--- src/rtl/lock_pkg.sv ---
// Shared constants and types for the lock-in filter blocks.
package lock_pkg;

   // Width of the low-pass estimate accumulator
   localparam int LP_ACC_W      = 49;
   // Number of cycles the high-pass output stays muted after a preload
   localparam int HP_SETTLE_LEN = 64;
   localparam int HP_CNT_W      = $clog2(HP_SETTLE_LEN);

   typedef enum logic [1:0] {
      PRELOAD = 2'd0,
      SETTLE  = 2'd1,
      RUN     = 2'd2,
      HOLD    = 2'd3
   } hp_state_t;

   // Any non-zero value in the upper tau bits selects pass-through.
   function automatic logic tau_is_bypass(input logic [5:0] t);
      return (t[5:4] != 2'b00);
   endfunction

endpackage

--- src/rtl/sat_trunc.sv ---
// Generic signed saturating narrow from IW bits down to OW bits.
module sat_trunc #(
   parameter int IW = 50,
   parameter int OW = 49
) (
   input  logic signed [IW-1:0] din,
   output logic signed [OW-1:0] dout
);

   localparam logic signed [OW-1:0] MAXV = {1'b0, {(OW-1){1'b1}}};
   localparam logic signed [OW-1:0] MINV = {1'b1, {(OW-1){1'b0}}};

   logic fits;

   // Value fits when every dropped bit agrees with the new sign bit;
   // otherwise clamp toward the sign of the wide input.
   always_comb begin
      fits = (din[IW-1:OW-1] == {(IW-OW+1){din[IW-1]}});
      if (fits)
         dout = din[OW-1:0];
      else if (din[IW-1])
         dout = MINV;
      else
         dout = MAXV;
   end

endmodule

--- src/rtl/hp_filter2.sv ---
// First-order DC-removal filter: out = in - lowpass(in), with preload,
// settle-window muting, freeze and bypass handled by a small FSM.
module hp_filter2
   import lock_pkg::*;
#(
   parameter int R = 14
) (
   input  logic                clk,
   input  logic                rst,
   input  logic [5:0]          tau,
   input  logic                hold,
   input  logic signed [R-1:0] in,
   output logic signed [R-1:0] out,
   output logic                settled
);

   localparam int S = LP_ACC_W;

   hp_state_t             state_reg, state_next;
   logic [HP_CNT_W-1:0]   cnt_reg, cnt_next;
   logic [5:0]            tau_q;
   logic signed [S-1:0]   sum_reg, sum_next;
   logic signed [R-1:0]   out_next;
   logic                  settled_next;

   logic signed [R-1:0]   lp;
   logic signed [S:0]     acc_wide;
   logic signed [S-1:0]   acc_sat;
   logic signed [R:0]     hp_wide;
   logic signed [R-1:0]   hp_sat;
   logic signed [S-1:0]   preload_val;
   logic [4:0]            preload_shamt;
   logic                  tau_changed;

   // Datapath: low-pass estimate, accumulator update, high-pass value and
   // the preload that makes lp equal the current input exactly.
   always_comb begin
      lp            = R'((sum_reg >>> 6) >>> tau[3:0]);
      acc_wide      = {sum_reg[S-1], sum_reg}
                      + {{(S+1-R){in[R-1]}}, in}
                      - {{(S+1-R){lp[R-1]}}, lp};
      hp_wide       = {in[R-1], in} - {lp[R-1], lp};
      preload_shamt = 5'd6 + {1'b0, tau[3:0]};
      preload_val   = {{(S-R){in[R-1]}}, in} << preload_shamt;
      tau_changed   = (tau != tau_q);
   end

   sat_trunc #(.IW(S+1), .OW(S)) u_acc_sat (
      .din  (acc_wide),
      .dout (acc_sat)
   );

   sat_trunc #(.IW(R+1), .OW(R)) u_out_sat (
      .din  (hp_wide),
      .dout (hp_sat)
   );

   // Next-state, accumulator and output selection. A tau change overrides
   // everything (including hold and end of settle) and mutes the output on
   // the edge that enters PRELOAD; bypass overrides only the outputs.
   always_comb begin
      state_next   = state_reg;
      cnt_next     = cnt_reg;
      sum_next     = sum_reg;
      out_next     = '0;
      settled_next = 1'b0;

      case (state_reg)
         PRELOAD: begin
            sum_next   = preload_val;
            cnt_next   = '0;
            state_next = SETTLE;
         end
         SETTLE: begin
            sum_next = acc_sat;
            cnt_next = cnt_reg + 1'b1;
            if (cnt_reg == HP_CNT_W'(HP_SETTLE_LEN - 1))
               state_next = RUN;
         end
         RUN: begin
            sum_next = acc_sat;
            out_next = hp_sat;
            if (hold)
               state_next = HOLD;
         end
         HOLD: begin
            out_next = hp_sat;
            if (!hold)
               state_next = RUN;
         end
         default: begin
            state_next = PRELOAD;
         end
      endcase

      if (tau_changed) begin
         state_next = PRELOAD;
         cnt_next   = '0;
         out_next   = '0;
      end

      settled_next = (state_next == RUN) || (state_next == HOLD);

      if (tau_is_bypass(tau)) begin
         out_next     = in;
         settled_next = 1'b1;
      end
   end

   // State, accumulator and registered outputs; reset clears all at once.
   always_ff @(posedge clk or posedge rst) begin
      if (rst) begin
         state_reg <= PRELOAD;
         cnt_reg   <= '0;
         tau_q     <= '0;
         sum_reg   <= '0;
         out       <= '0;
         settled   <= 1'b0;
      end else begin
         state_reg <= state_next;
         cnt_reg   <= cnt_next;
         tau_q     <= tau;
         sum_reg   <= sum_next;
         out       <= out_next;
         settled   <= settled_next;
      end
   end

endmodule

--- config.mk ---
export PLATFORM = sky130hd
export DESIGN_NAME = hp_filter2
export DESIGN_NICKNAME = d
export VERILOG_FILES = /design/src/rtl/lock_pkg.sv /design/src/rtl/sat_trunc.sv /design/src/rtl/hp_filter2.sv
export SDC_FILE = /design/constraint.sdc
export NUM_CORES = 1
export LEC_CHECK = 0
export CELL_PAD_IN_SITES_DETAIL_PLACEMENT = 1
export CELL_PAD_IN_SITES_GLOBAL_PLACEMENT = 1
export CORE_MARGIN = 2
export CORE_UTILIZATION = 54
export DETAILED_ROUTE_END_ITERATION = 16
export DONT_BUFFER_PORTS = 1
export PLACE_DENSITY_LB_ADDON = 0.08
export SLEW_MARGIN = 40
export SYNTH_ARGS = -nofsm -noshare
export SYNTH_HDL_FRONTEND = slang
export SYNTH_SLANG_ARGS = --single-unit
--- constraint.sdc ---
create_clock -name clk -period 11.9 [get_ports clk]
set_input_delay 0.595 -clock clk [delete_from_list [all_inputs] [get_ports clk]]
set_output_delay 0.595 -clock clk [all_outputs]
set_load 0.01 [all_outputs]
==> reports/summary.txt <==
Largest family of logic cells by synthesized area - compound AO/OA/AOI/OAI gates
WP depth - 17
Pins Over Slew Limit - 0
Avg Vias per Cell - 6.32
# rows - 51
Synth area leaders - dfrtp_1 19%, fa_1 9.5%, ha_1 8.6%, inv_1 6.9%, nand2_1 6.2%
I/O pin total - 38
Worst clock skew - 12.5 ps
Met2 Track Usage GR - 58.3%
PortBufs - 0
DRC - 0
GRT Max-Usage Layer - met2
Die footprint - 20,600 µm²
Worst-Margin Slew - 846 ps
CTS Buffer Depth - 2
Vias - 10,100
Post-CTS Hold Buffers - 0
Fin Hold WS - 269 ps
EDFF count, synth - 0
Crit path launch type - flip-flop
Total power - 2.41 mW
Die X - 143 µm
Clk_lat worst skew - 360 ps
Most instantiated library cell after synthesis - inv_1
First-pass GRT wire length - 56,300 µm
Post-Synth Simple-Gate Area - 16.4%
Setup Viol. Count Final - 0
DR WL/cell - 21.9 µm
DRT iter0 DRCs - 721
Final Cycle Share - 56.7%
CTS Buf Count - 9
Vias in the first global route - 10,400
Largest net degree at the start of global routing - 79
Max H-tree Level - 3
Max_slew headroom - 43.2%
Fillers - 2,434
Core area - 19,300 µm²
Max_cap viols - 0
GR Util All Layers - 35.0%
Synth Area in Compound Gates - 25.8%
Met3 usage - 4.03%
GPL Wtd Cong - 0.905
Delay-heaviest family, CP - compound AO/OA/AOI/OAI gates
Worst Setup Path Type - reg -> reg
Met1 GRT Util - 48.4%
Xor/xnor share of the synthesized area - 5.42%
CP Max Fanout - 32
Setup tns final - 0 ps
Final WL - 34,900 µm
Status - completed
Multiplexer share of the synthesized area - 5.76%
Die Y - 143 µm
Post-Syn Nets - 1,517
CTS tree - done
CTS Sinks - 78
Synth cell count leaders - 193 x inv_1, 174 x nand2_1, 105 x a21oi_1, 94 x nor2_1, 93 x o21ai_0
Layout cell share with drive strength beyond 1 - 5.35%
Synthesized-area fraction occupied by adder cells - 18.1%
Synth warn - 0
Max FFs per register - 49
DP HPWL - 27,300 µm
Ys async rst share - 100%
Sequential-to-total area share from yosys stat - 18.6%
Drt first pass iters - 5
N_diodes - 0
Setup bufs post-CTS - 0
FMAX - 0.148 GHz
Lkg Pwr - 5.18 nW
Post-cts sizing count - 0
Gr ovfl total - 0
Area delta synth->final - 4.07%
Crit path cell chain - mux4_2, mux2_2, o21ai_0, clkinv_1, buf_4, fa_1, inv_1, ha_1, nand4_1, a2111oi_0, a21oi_1, o41ai_4, a211oi_1, xnor2_1, and2_1, nor3_4, a221oi_1
Reg2reg path depth - 17
Hold Path Class - in -> reg
WP data required - 12,080 ps
Crit path time final - 6740 ps
Post-synth top area share - 18.6%
FF+latch count, synth - 78
Main flop type after synthesis - dfrtp_1
Netlist cell types - 75
Worst path slowest cell - nor3_4
RSZ-0062 raised after global routing - no
Crit end category - flip-flop
Gate Count Post-Synth - 1,372
Critical Path AT - 6930 ps
Root buffer selected by CTS - clkbuf_16
Fin. Hold Viols - 0
Initial Utilization - 54.5%
Pwr Density - 221 nW/µm²
Initial antenna violation count - 0
Peak VDD IR - 0.162 mV
Clk slew on worst S/H paths - 70 ps
Post-route ant nets - 0
Buf/Inv on CP - 3
Synth area leader - dfrtp_1
Post-layout nets - 1,467
Hold path cells - 0
Syn_area_per_cell - 7.66 µm²
Synthesized area - 10,500 µm²
Slowest cell delay on critical path - 640 ps
==> cell usage in the layout (no fill, tap or decap), types with 11 or more instances in the layout <==
cell / count
a211oi_1: 16
a21o_1: 20
a21oi_1: 105
a221oi_1: 13
a31oi_1: 21
a32oi_1: 17
dfrtp_1: 78
fa_1: 50
ha_1: 71
inv_1: 190
mux2i_1: 29
mux4_2: 11
nand2_1: 174
nand3_1: 32
nand4_1: 18
nor2_1: 94
nor3_1: 16
o211ai_1: 19
o21a_1: 16
o21ai_0: 92
o21bai_1: 15
xnor2_1: 37
xor2_1: 28
==> final timing paths <==
check / from / end / slack, ps
setup / recovery: sum_reg[21] / sum_reg[21] / 5160
hold / removal: tau[4] / tau_q[4] / 270
setup reg to reg: sum_reg[21] / sum_reg[21] / 5160
hold reg to reg: sum_reg[41] / sum_reg[41] / 480
max in group asynchronous: rst / sum_reg[10] / 11030
min in group asynchronous: rst / cnt_reg[5] / 340
==> per-stage QoR <==
stage / area, µm² / setup slack (ps) / instances / util (%)
final: 10900 / 5160 / 1592 / 56.7
after global placement: 10600 / 5070 / 1576 / 55.1
after CTS: 10900 / 5070 / 1592 / 56.7
after detailed placement: 10600 / 4900 / 1576 / 55.1
after global routing: 10900 / 4840 / 1592 / 56.7
after floorplan: 10500 / 5150 / 1372 / -
==> layer usage <==
metal  vias up  wire [µm]
li1       4661          -
met1      5042      15600
met2       313      16700
met3        47       1870
met4         0        732
met5         -          0
==> cell type report <==
type | instances | area [µm²] | share of cell area [%]
Tap cell | 265 | 332 | 3.03
Sequential cell | 78 | 1950 | 17.9
Clock buffer | 9 | 225 | 2.06
Multi-Input combinational cell | 1027 | 7520 | 68.8
Clock inverter | 7 | 80.1 | 0.732
Inverter | 195 | 733 | 6.71
Timing Repair Buffer | 11 | 86.3 | 0.790
==> worst reg2reg max path, cell delays in order, from the launching register on <==
cell and delay (ps):
dfrtp_1 440, mux4_2 490, mux2_2 290, o21ai_0 610
clkinv_1 370, buf_4 390, fa_1 610, inv_1 50
ha_1 410, nand4_1 170, a2111oi_0 390, a21oi_1 280
o41ai_4 510, a211oi_1 200, xnor2_1 230, and2_1 320
nor3_4 640, a221oi_1 190
==> cell families (layout without fill, tap and decap cells) <==
kind of cell               count (synthesis)  count (layout)
AOI/OAI and AO/OA                        407             407
xor gates and xnor gates                  65              65
adders and majority gates                122             122
buffers and inverters                    267             222
DFF                                       78              78
muxes                                     46              46
and+or+nand+nor                          387             387
==> report_power, final <==
part | total, mW | switching (mW) | internal, mW
Combinational | 1.79 | 1.15 | 0.640
Sequential | 0.328 | 0.0280 | 0.300
Clock | 0.294 | 0.129 | 0.166
No activity file was read; power rests on OpenSTA's default activity.
